File: src/rtl/instruction_fetch_pkg.sv
// Shared definitions for the fetch stage: state encodings, bus widths and the NOP word.
package instruction_fetch_pkg;

  localparam int INSTR_WIDTH = 32;
  localparam int ADDR_WIDTH  = 32;

  localparam logic [INSTR_WIDTH-1:0] NOP_WORD = 32'h0000_0000;

  typedef enum logic [1:0] {
    FETCH_BOOT = 2'd0,
    FETCH_RUN  = 2'd1,
    FETCH_HOLD = 2'd2
  } fetch_state_t;

endpackage

File: src/rtl/instruction_fetch_if.sv
// Bundle of the fetch stage's external signals: the instruction memory port, the
// redirect request from execute and the IR handshake towards decode.
// master = fetch stage, slave = its environment (memory, execute, decode).
interface instruction_fetch_if;
  import instruction_fetch_pkg::*;

  logic [ADDR_WIDTH-1:0]  imem_address;
  logic [INSTR_WIDTH-1:0] imem_data;
  logic                   redirect;
  logic [ADDR_WIDTH-1:0]  redirect_target;
  logic [INSTR_WIDTH-1:0] ir;
  logic [ADDR_WIDTH-1:0]  ir_pc;
  logic                   ir_valid;
  logic                   ir_ready;
  logic                   misalign_fault;

  modport master (
    output imem_address,
    input  imem_data,
    input  redirect,
    input  redirect_target,
    output ir,
    output ir_pc,
    output ir_valid,
    input  ir_ready,
    output misalign_fault
  );

  modport slave (
    input  imem_address,
    output imem_data,
    output redirect,
    output redirect_target,
    input  ir,
    input  ir_pc,
    input  ir_valid,
    output ir_ready,
    input  misalign_fault
  );

endinterface

File: src/rtl/instruction_fetch_pc_register.sv
// Program counter for the fetch stage: reset vector, sequential increment and
// redirect mux. A redirect always wins over a sequential advance.
module pc_register
  import instruction_fetch_pkg::*;
#(
  parameter logic [ADDR_WIDTH-1:0] RESET_VECTOR = 32'h0000_0000,
  parameter int unsigned           PC_STEP      = 4
) (
  input  logic                  clk,
  input  logic                  reset_n,
  input  logic                  advance,
  input  logic                  redirect,
  input  logic [ADDR_WIDTH-1:0] target,
  output logic [ADDR_WIDTH-1:0] pc
);

  localparam logic [ADDR_WIDTH-1:0] STEP = ADDR_WIDTH'(PC_STEP);

  // PC update: redirect target first, else modulo-2^32 increment when a word is taken.
  always_ff @(posedge clk or negedge reset_n) begin
    if (!reset_n) begin
      pc <= RESET_VECTOR;
    end else if (redirect) begin
      pc <= target;
    end else if (advance) begin
      pc <= pc + STEP;
    end
  end

endmodule

File: src/rtl/instruction_fetch.sv
// Fetch stage: presents the PC to instruction memory, captures the returned word
// into the IR and hands it to decode over ir_valid/ir_ready. Execute can redirect
// the PC; a redirect flushes the IR. One idle BOOT cycle follows reset.
// Optional build macro FETCH_ALIGN_CHECK_EN: a redirect to a non word-aligned
// target is refused, raises a sticky misalign_fault and stops all further fetching.
module instruction_fetch
  import instruction_fetch_pkg::*;
#(
  parameter logic [ADDR_WIDTH-1:0] RESET_VECTOR = 32'h0000_0000,
  parameter int unsigned           PC_STEP      = 4
) (
  input  logic                clk,
  input  logic                reset_n,
  instruction_fetch_if.master bus
);

  fetch_state_t           state;
  logic [ADDR_WIDTH-1:0]  pc;
  logic [INSTR_WIDTH-1:0] ir_q;
  logic [ADDR_WIDTH-1:0]  ir_pc_q;
  logic                   ir_valid_q;
  logic                   fault_q;
  logic                   redirect_bad;
  logic                   redirect_accept;
  logic                   load;
  logic                   pc_redirect;
  logic                   pc_advance;

`ifdef FETCH_ALIGN_CHECK_EN
  assign redirect_bad = (bus.redirect_target[1:0] != 2'b00);

  // Sticky fault: set by the first refused misaligned redirect, cleared only by reset.
  always_ff @(posedge clk or negedge reset_n) begin
    if (!reset_n) begin
      fault_q <= 1'b0;
    end else if (redirect_accept && redirect_bad) begin
      fault_q <= 1'b1;
    end
  end
`else
  assign redirect_bad = 1'b0;
  assign fault_q      = 1'b0;
`endif

  // Redirects are ignored during BOOT and once the stage has faulted.
  assign redirect_accept = (state != FETCH_BOOT) && bus.redirect && !fault_q;
  assign load            = (state != FETCH_BOOT) && (!ir_valid_q || bus.ir_ready) && !fault_q;
  assign pc_redirect     = redirect_accept && !redirect_bad;
  assign pc_advance      = load && !redirect_accept;

  pc_register #(
    .RESET_VECTOR (RESET_VECTOR),
    .PC_STEP      (PC_STEP)
  ) u_pc_register (
    .clk      (clk),
    .reset_n  (reset_n),
    .advance  (pc_advance),
    .redirect (pc_redirect),
    .target   (bus.redirect_target),
    .pc       (pc)
  );

  // Fetch FSM plus IR register: a redirect flushes, otherwise a load captures the memory word.
  always_ff @(posedge clk or negedge reset_n) begin
    if (!reset_n) begin
      state      <= FETCH_BOOT;
      ir_q       <= NOP_WORD;
      ir_pc_q    <= '0;
      ir_valid_q <= 1'b0;
    end else begin
      case (state)
        FETCH_BOOT: begin
          state <= FETCH_RUN;
        end
        default: begin
          if (fault_q) begin
            state <= FETCH_HOLD;
          end else if (redirect_accept) begin
            ir_valid_q <= 1'b0;
            state      <= redirect_bad ? FETCH_HOLD : FETCH_RUN;
          end else begin
            if (load) begin
              ir_q       <= bus.imem_data;
              ir_pc_q    <= pc;
              ir_valid_q <= 1'b1;
            end
            state <= (ir_valid_q && !bus.ir_ready) ? FETCH_HOLD : FETCH_RUN;
          end
        end
      endcase
    end
  end

  assign bus.imem_address   = pc;
  assign bus.ir             = ir_q;
  assign bus.ir_pc          = ir_pc_q;
  assign bus.ir_valid       = ir_valid_q;
  assign bus.misalign_fault = fault_q;

endmodule

File: src/flat_wrapper.sv
// flat-port wrapper written by rule: the top's interface ports become plain ports
module instruction_fetch_flat import instruction_fetch_pkg::*;
#(
  parameter logic [ADDR_WIDTH-1:0] RESET_VECTOR = 32'h0000_0000,
  parameter int unsigned           PC_STEP      = 4
)
  (clk, reset_n, bus_imem_address, bus_imem_data, bus_redirect, bus_redirect_target, bus_ir, bus_ir_pc, bus_ir_valid, bus_ir_ready, bus_misalign_fault);
  instruction_fetch_if bus_i ();
  input  logic clk;
  input  logic reset_n;
  output wire logic [$bits(bus_i.imem_address)-1:0] bus_imem_address;
  input wire logic [$bits(bus_i.imem_data)-1:0] bus_imem_data;
  input wire logic [$bits(bus_i.redirect)-1:0] bus_redirect;
  input wire logic [$bits(bus_i.redirect_target)-1:0] bus_redirect_target;
  output wire logic [$bits(bus_i.ir)-1:0] bus_ir;
  output wire logic [$bits(bus_i.ir_pc)-1:0] bus_ir_pc;
  output wire logic [$bits(bus_i.ir_valid)-1:0] bus_ir_valid;
  input wire logic [$bits(bus_i.ir_ready)-1:0] bus_ir_ready;
  output wire logic [$bits(bus_i.misalign_fault)-1:0] bus_misalign_fault;
  assign bus_imem_address = bus_i.imem_address;
  assign bus_i.imem_data = bus_imem_data;
  assign bus_i.redirect = bus_redirect;
  assign bus_i.redirect_target = bus_redirect_target;
  assign bus_ir = bus_i.ir;
  assign bus_ir_pc = bus_i.ir_pc;
  assign bus_ir_valid = bus_i.ir_valid;
  assign bus_i.ir_ready = bus_ir_ready;
  assign bus_misalign_fault = bus_i.misalign_fault;
  instruction_fetch #(.RESET_VECTOR(RESET_VECTOR), .PC_STEP(PC_STEP)) u_core (.clk(clk), .reset_n(reset_n), .bus(bus_i));
endmodule
File: config.mk
export PLATFORM = sky130hd
export DESIGN_NAME = instruction_fetch_flat
export DESIGN_NICKNAME = d
export VERILOG_FILES = /design/src/rtl/instruction_fetch_pkg.sv /design/src/rtl/instruction_fetch_if.sv /design/src/rtl/instruction_fetch_pc_register.sv /design/src/rtl/instruction_fetch.sv /design/src/flat_wrapper.sv
export SDC_FILE = /design/constraint.sdc
export NUM_CORES = 1
export LEC_CHECK = 0
export BUFFER_PORTS_ARGS = -buffer_cell sky130_fd_sc_hd__buf_2
export CAP_MARGIN = 20
export CORE_MARGIN = 2
export CORE_UTILIZATION = 53
export DETAILED_ROUTE_END_ITERATION = 6
export PLACE_DENSITY = 0.91
export SLEW_MARGIN = 20
export SYNTH_ARGS = -nofsm -noshare
export SYNTH_HDL_FRONTEND = slang
export SYNTH_SLANG_ARGS = --single-unit
File: constraint.sdc
create_clock -name clk -period 4.5 [get_ports clk]
set_input_delay 0.675 -clock clk [delete_from_list [all_inputs] [get_ports clk]]
set_output_delay 0.675 -clock clk [all_outputs]
set_load 0.01 [all_outputs]
**Word-level counts from Yosys, hierarchy flattened**

Cells that the tools add are included.

- Input bits: 68
- Bits in writable memories: 0
- Memory bits (read-only): 0
- Logic and storage cells: 29
- Register bits: 99
- Memories: 0
- Output and inout port bits: 98
- Bits in latches: 0

- Reductions and logical operators: 14
- Shift-type cells: 0
- Mux-type cells: 7
- Magnitude comparators: 0
- $mul: 0
- Add/sub/neg operators: 1
- Eq/ne operators: 0
- Bitwise logic cells: 2
- Div/mod/pow operators: 0

Operators by type and width:

| cell | number |
|---|---|
| $mux W32 | 2 |
| $add A32 B3 Y32 const B | 1 |
| $mux W2 | 3 |
| $reduce_bool A2 Y1 | 3 |
| $logic_and A1 B1 Y1 | 4 |
| $logic_not A1 Y1 | 3 |
| $reduce_and A3 Y1 | 1 |
| $logic_not A2 Y1 | 1 |
| $mux W1 | 2 |
| $not A1 Y1 | 2 |
| $reduce_and A2 Y1 | 1 |
| $logic_or A1 B1 Y1 | 1 |

**Longest topological paths before layout**

Gate-level depths: netlist of run 1.

- Word-level depth: 6
- Depth in mapped cells: 7
- Gate-level depth less buffers: 6

**Cells and area by module**

Synthesis of run 1 repeated with hierarchy kept, for this count alone.

- Cell total of the unflattened synthesis: 348
- Area, all modules: 4605.7 um^2

By module, submodules not included:

| module | area each (um^2) | cells each | times used | sequential area each (um^2) |
|---|---|---|---|---|
| instruction_fetch | 2785.2 | 148 | 1 | 1676.6 |
| pc_register | 1820.5 | 200 | 1 | 800.8 |

**Least setup slack after synthesis of run 1**

OpenSTA, ideal clock, no wires.

- Path type: in2reg
- Start: input bus_redirect
- End: register u_core.ir_pc_q[11], in the netlist u_core.bus.ir_pc[11]
- Required time: 4368 ps
- Cell stages on the path: 6
- Path slack: 2547 ps
- Buffers on the path: 3
- Arrival: 1821 ps
- Setup time: 132 ps
- Cells stage by stage: buf_2 or3_2 clkbuf_1 clkbuf_1 nand2_1 o21ai_0

- Word-level cells in the longest chain between the ends: 3

Ends and longest elaborated chain:

| what | line | text |
|---|---|---|
| start, declared | flat_wrapper.sv:13 | `input wire logic [$bits(bus_i.redirect)-1:0] bus_redirect;` |
| $logic_and A1 B1 Y1 | instruction_fetch.sv:46 | `assign redirect_accept = (state != FETCH_BOOT) && bus.redirect && !fault_q;` |
| $not A1 Y1 (no line) | n/a |  |
| $reduce_and A3 Y1 (no line) | n/a |  |
| end signal, assigned | instruction_fetch.sv:84 | `ir_pc_q <= pc;` |
| end, declared | instruction_fetch.sv:20 | `logic [ADDR_WIDTH-1:0] ir_pc_q;` |

No other way between the ends.
A chain may end at the register's enable or synchronous reset.

**Worst setup path in the final report of run 1**

- Start: register u_core.state[1]
- End: register u_core.u_pc_register.pc[26]

- Word-level cells in the longest chain between the ends: 5
- Elaborated cells between the ends (all ways): 7
- Those cells by class: 1 x mux; 6 x reduce/logical

Ends and longest elaborated chain:

| what | line | text |
|---|---|---|
| start, declared | instruction_fetch.sv:17 | `fetch_state_t state;` |
| start signal, assigned | instruction_fetch.sv:80 | `state <= redirect_bad ? FETCH_HOLD : FETCH_RUN;` |
| start signal, assigned | instruction_fetch.sv:87 | `state <= (ir_valid_q && !bus.ir_ready) ? FETCH_HOLD : FETCH_RUN;` |
| $reduce_bool A2 Y1 * | instruction_fetch.sv:46, instruction_fetch.sv:47 |  |
| $logic_and A1 B1 Y1 | instruction_fetch.sv:46 |  |
| $logic_not A1 Y1 | instruction_fetch.sv:49 | `assign pc_advance = load && !redirect_accept;` |
| $logic_and A1 B1 Y1 | instruction_fetch.sv:49 |  |
| $reduce_bool A2 Y1 (no line) | n/a |  |
| end signal, assigned | instruction_fetch_pc_register.sv:24 | `pc <= target;` |
| end signal, assigned | instruction_fetch_pc_register.sv:26 | `pc <= pc + STEP;` |
| end, declared | instruction_fetch_pc_register.sv:14 | `output logic [ADDR_WIDTH-1:0] pc` |

Mark *: on every way between the ends. The rest lies on a longest branch, timed or not.

==> results of run 1 <==
-- metrics by stage --
step | setup WS (ns) | area [um2] | util [%] | cells
finish | 2.07 | 5530 | 67.3 | 772
global route | 1.91 | 5530 | 67.3 | 772
CTS | 2.08 | 5530 | 67.3 | 772
detailed placement | 1.78 | 5350 | 65.1 | 756
global placement | 1.93 | 5350 | 65.1 | 756
floorplan | 2.55 | 4510 | - | 511
-- logic make-up after synthesis --
logic type                 synth area share (%)
xor gates and xnor gates                  0.971
and+or+nand+nor                            25.7
adders and majority gates                 0.277
DFF                                        54.9
other                                    0.0831
buffers and inverters                      4.55
AOI/OAI and AO/OA                          13.5
-- cell type report --
| class | instances | area, um2 |
|---|---|---|
| well taps | 105 | 131 |
| clock inverters | 6 | 47.5 |
| multi-input cells | 373 | 1830 |
| inverters | 8 | 30.0 |
| flip-flops and latches | 99 | 2480 |
| clock buffers | 10 | 138 |
| fillers | 659 | 2680 |
| repair buffers | 171 | 876 |
-- worst paths after layout --
| check | startpoint | endpoint | slack [ns] | cells after the start |
|---|---|---|---|---|
| min in group clk | u_core.bus.ir[1]$_DFFE_PN0P_ | u_core.bus.ir[1]$_DFFE_PN0P_ | 0.48 | 2 |
| setup / recovery | u_core.state[1]$_DFF_PN0_ | u_core.u_pc_register.pc[26]$_DFFE_PN0P_ | 2.07 | 6 |
| setup reg to reg | u_core.state[1]$_DFF_PN0_ | u_core.u_pc_register.pc[26]$_DFFE_PN0P_ | 2.07 | 6 |
| hold reg to reg | u_core.bus.ir[1]$_DFFE_PN0P_ | u_core.bus.ir[1]$_DFFE_PN0P_ | 0.48 | 2 |
| max in group asynchronous | reset_n | u_core.u_pc_register.pc[24]$_DFFE_PN0P_ | 3.12 | 2 |
| hold / removal | reset_n | u_core.bus.ir_pc[8]$_DFFE_PN0P_ | 0.40 | 1 |
-- Yosys cell counts (all sizes together), types with 2 or more instances --
cell type  count  area share (%)
xor2           5            0.97
a31o           3            0.58
a31oi          7            0.97
nand4          9             1.6
o32ai          2            0.39
or2            2            0.28
dfrtp         99              55
o21ai         25             2.8
clkbuf        19             2.3
nor4           3             1.1
o22a           3            0.58
and3           6            0.86
nand2        213              18
o311ai         4            0.78
inv            8            0.67
o211ai         3            0.50
nor3           2            0.22
a32oi          2            0.39
o22ai          9             1.2
nand3         14             1.7
nor2          15             1.2
and2           2            0.31
a22oi          6             1.0
buf           12             1.6
a211oi         2            0.33
a21oi         22             2.4
-- cell usage in the layout (no fill, tap or decap), drive strengths merged, types with 2 or more instances in the layout --
cell / count
dfrtp: 99
o311ai: 4
o22a: 3
nand4: 9
o32ai: 2
clkbuf: 10
a31oi: 7
nand3: 14
or2: 2
buf: 171
o211ai: 3
o21ai: 25
inv: 10
and3: 6
a32oi: 2
o22ai: 9
and2: 2
clkinv: 3
a31o: 3
nor3: 2
a211oi: 2
xor2: 5
nand2: 213
nor2: 15
a21oi: 22
a22oi: 6
nor4: 3
-- power groups by stage --
stage / registers [mW] / clock network [mW] / logic [mW]
2_1_floorplan: 1.23 / 0 / 0.249
3_3_place_gp: 1.17 / 0 / 0.548
3_5_place_dp: 1.18 / 0 / 0.568
4_1_cts: 1.17 / 0.548 / 0.570
5_1_grt: 1.19 / 0.579 / 0.634
6_report: 1.17 / 0.536 / 0.566
-- critical path: cells and delay by family, from the launching register on --
kind	cells	cell delay, ns
AOI/OAI and AO/OA	3	0.46
buffers and inverters	1	0.57
DFF	1	0.44
and+or+nand+nor	2	0.80
-- sequential cells by signal (all words and copies together) (netlist names) --
register / flops
u_core.bus.ir_valid: 1
u_core.u_pc_register.pc: 32
u_core.bus.ir: 32
u_core.bus.ir_pc: 32
u_core.state: 2
-- routing by layer --
metal | vias up | part of all wire, %
li1 | 2027 | -
met1 | 2059 | 43
met2 | 215 | 47
met3 | 21 | 8.8
met4 | 0 | 1.6
met5 | - | 0
==> flow_metrics.tcl, run 1 <==
set metrics [dict create \
    synth_cell_types 51 \
    period_share_pct 54.0 \
    ys_async_sr_fraction_pct 100 \
    io_buffers 164 \
    ys_seq_area_share_pct 54.9 \
    row_count 33 \
    dp_hpwl_mm 8.45 \
    period_needed_ns 2.43 \
    maxCapViolations 0 \
    synth-seq-cells 99 \
    worst_pin_slew_ns 0.824 \
    syn_nets 580 \
    critPathSlowestCell "buf_4" \
    end_kind "flip-flop" \
    htree_num_levels 3 \
    antenna_cells 0 \
    hold_ws_ns 0.402 \
    intPower_mw 1.48 \
    hold_path_class "in2async" \
    antenna_found_initial 0 \
    dr_total_vias 4322 \
    crit_chain "nor2_1 > or3_2 > buf_4 > a41oi_1 > o21ai_0 > o311ai_1" \
    path_class "reg2reg" \
    drc_errors 0 \
    switchingPower_mw 0.792 \
    io_pins 166 \
    fin_nets 731 \
    power_frac_seq_pct 51.5 \
    clkPwrFrac_pct 23.6 \
    synthFlopType "dfrtp_1" \
    postRouteAntennaNets 0 \
    cts_setup_buffers 0 \
    grt_util_met2_pct 40.6 \
    numClockSinks 99 \
    max_freq_mhz 411 \
    syn_inst 511 \
    outcome "completed" \
    grt-ovfl-total 0 \
    hold_violations 0 \
    die_w_um 96.3 \
    synth_edf_count 0 \
    finalPower_mw 2.27 \
    post_drt_wl_per_cell_um 15.6 \
    fin_skew_ns 0.0124 \
    critPathMaxStageDelay_ns 0.57 \
    area_growth_syn_to_layout_pct 22.7 \
    core_area_um2 8220 \
    critPathMaxFanout 61 \
    setup_tns_ns 0 \
    cts_resized 0 \
    grt.met3_usage_pct 4.15 \
    place.gp.congestion 0.896 \
    grt.total_usage_pct 25.9 \
    start_kind "flip-flop" \
    setup_violations 0 \
    arrival_ns 2.65 \
    clkTransAtPathRegs_ns 0.10 \
    avgSynthCellArea_um2 8.83 \
    drive_above_1_share_pct 30.0 \
    start_util_pct 54.9 \
    drtIter0Drc 245 \
    numCtsBuffers 9 \
    die_area_um2 9260 \
    switching_share_pct 34.9 \
    routed_wl_mm 12.0 \
    slew_headroom_pct 45.1 \
    clockRootBuffer "clkbuf_8" \
    synth_area_um2 4510 \
    via_per_inst 5.60 \
    use_met1_pct 36.5 \
    yosys_warnings 0 \
    grt_max_degree 65 \
    slew_viol_final 0 \
    power.leakage_nw 2.91 \
    crit_required_ns 4.71 \
    grt_pass1_wl_mm 18.7 \
    pwr-share-comb_pct 24.9 \
    vdd_drop_max_uv 224 \
    holdBufCountCts 0 \
    grt_pass1_vias 3893 \
    p_per_area_nw_per_um2 411 \
    rsz0062_at_grt "false" \
    clk_latency_ns 0.36 \
    drt_pass1_iterations 5 \
    cts_tree "done" \
    ctsLongestPathBuffers 2 \
    grt-busiest-layer "met2" \
    die_y_um 96.3 \
]
(Power assumes the default switching activity.)
==> run 2, diff against run 1 <==
- CORE_UTILIZATION: 53 -> 45
- PLACE_DENSITY: 0.91 -> 0.83
- clock period: 4.5 -> 1.9 ns (I/O delays scaled with it)
==> run 2 against run 1 <==
Critical path depth is the same. Hold slack lost 0.30 ns. Largest power group unchanged. Clock power increased to 2.5 times the previous value. Largest cell class unchanged.
==> flow_metrics.tcl, run 2 (synthesis results as in run 1) <==
set metrics [dict create \
    period_share_pct 92.0 \
    rsz0062_at_grt "false" \
    critPathMaxFanout 5 \
    final_common_cell "nand2_1" \
    htree_num_levels 3 \
    io_pins 166 \
    area_growth_syn_to_layout_pct 29.3 \
    end_kind "flip-flop" \
    hold_ws_ns 0.106 \
    drt_pass1_iterations 4 \
    period_needed_ns 1.75 \
    row_count 36 \
    hold_path_class "in2reg" \
    slew_viol_final 0 \
    crit_chain "nand3_1 > nor4_4 > buf_4 > and3_1 > nand3_1 > o311ai_1" \
    final_util_pct 59.9 \
    switching_share_pct 33.2 \
    dp.cells 803 \
    die_area_um2 10800 \
    grt_max_degree 37 \
    ctsLongestPathBuffers 2 \
    antenna_cells 0 \
    vdd_drop_max_uv 433 \
    postRouteAntennaNets 0 \
    place.gp.congestion 0.912 \
    drtIter0Drc 252 \
    antenna_found_initial 0 \
    layout_common_cells "nand2_1, buf_2, dfrtp_1, buf_4, a21oi_1" \
    drive_above_1_share_pct 32.9 \
    intPower_mw 3.70 \
    cts_tree "done" \
    reg2reg_depth 6 \
    post_drt_wl_per_cell_um 14.8 \
    numCtsBuffers 9 \
    r2r_slack_ns 0.15 \
    grt-ovfl-total 0 \
    via_per_inst 5.29 \
    clockRootBuffer "clkbuf_8" \
    clkTransAtPathRegs_ns 0.10 \
    critPathMaxStageDelay_ns 0.46 \
    path_common_cell "nand3_1" \
    outcome "completed" \
    clk_latency_ns 0.37 \
    routed_wl_mm 12.2 \
    die_w_um 104 \
    fin_nets 754 \
    drc_errors 0 \
    finalPower_mw 5.54 \
    whs_path_depth 3 \
    grt_pass1_wl_mm 20.5 \
    switchingPower_mw 1.84 \
    fin_skew_ns 0.0159 \
    dr_total_vias 4349 \
    clkPwrFrac_pct 24.3 \
    worst_pin_slew_ns 0.506 \
    power.leakage_nw 3.05 \
    arrival_ns 2.00 \
    path_class "reg2reg" \
    numClockSinks 99 \
    power_frac_seq_pct 49.5 \
    setup_violations 0 \
    stdcell_count 822 \
    io_buffers 164 \
    start_kind "flip-flop" \
    start_util_pct 46.4 \
    grt_pass1_vias 4254 \
    slew_headroom_pct 66.0 \
    dp_hpwl_mm 8.90 \
    hold_violations 0 \
    crit_required_ns 2.15 \
    max_freq_mhz 572 \
    core_area_um2 9730 \
    die_y_um 104 \
    pwr-share-comb_pct 26.3 \
    critPathSlowestCell "dfrtp_1" \
    maxCapViolations 0 \
    p_per_area_nw_per_um2 951 \
    grt.total_usage_pct 23.3 \
]
==> run 2: layout make-up <==
cell class / instances / area [um2]
clock buffers: 11 / 141
repair buffers: 194 / 1110
flip-flops and latches: 99 / 2480
multi-input cells: 373 / 1850
clock inverters: 4 / 51.3
fillers: 923 / 3900
well taps: 133 / 166
inverters: 8 / 30.0
==> run 2: layer usage <==
| layer | track usage [%] | wire (um) | vias to the layer above |
|---|---|---|---|
| met5 | 0 | 0 | - |
| met4 | 8.88 | 213 | 0 |
| met3 | 4.20 | 802 | 22 |
| met2 | 38.4 | 5860 | 184 |
| met1 | 30.8 | 5310 | 2067 |
| li1 | - | - | 2076 |
==> run 2: worst paths after layout <==
| check | from | endpoint |
|---|---|---|
| setup / recovery | u_core.u_pc_register.pc[18]$_DFFE_PN0P_ | u_core.u_pc_register.pc[24]$_DFFE_PN0P_ |
| hold / removal | bus_imem_data[11] | u_core.bus.ir[11]$_DFFE_PN0P_ |
| setup reg to reg | u_core.u_pc_register.pc[18]$_DFFE_PN0P_ | u_core.u_pc_register.pc[24]$_DFFE_PN0P_ |
| hold reg to reg | u_core.bus.ir[8]$_DFFE_PN0P_ | u_core.bus.ir[8]$_DFFE_PN0P_ |
| max in group asynchronous | reset_n | u_core.bus.ir_pc[29]$_DFFE_PN0P_ |
| min in group asynchronous | reset_n | u_core.bus.ir[2]$_DFFE_PN0P_ |
==> run 2: power by group through the flow <==
stage / clock (mW) / sequential (mW) / combinational (mW)
after floorplan: 0 / 2.91 / 0.590
after global placement: 0 / 2.76 / 1.41
after detailed placement: 0 / 2.77 / 1.45
after CTS: 1.38 / 2.74 / 1.45
after global routing: 1.47 / 2.80 / 1.62
final: 1.35 / 2.74 / 1.46
==> run 2: worst max-delay path, delay by kind of cell, from the launching register on <==
family / cells / cell delay [ns]
AOI/OAI and AO/OA: 1 / 0.25
DFF: 1 / 0.46
buffers and inverters: 1 / 0.17
and+or+nand+nor: 4 / 0.75
==> run 2: per-stage QoR <==
step / area (um2) / TNS (ns) / worst slack (ns)
4_1_cts: 5810 / 0 / 0.0268
5_1_grt: 5830 / 0 / 0.00146
2_1_floorplan: 4510 / 0 / 0.159
3_5_place_dp: 5590 / -0.0441 / -0.0441
6_report: 5830 / 0 / 0.152
3_3_place_gp: 5590 / 0 / 0.0872
==> run 2: timing repair <==
action / 4_1_cts / 5_1_grt
endpoints found under the setup margin: 1 / 31
hold endpoints to repair: 32 / 0
pin swaps: 1 / 0
setup buffers: 2 / 1
hold buffers: 1 / 0
gates resized for setup: 1 / 8
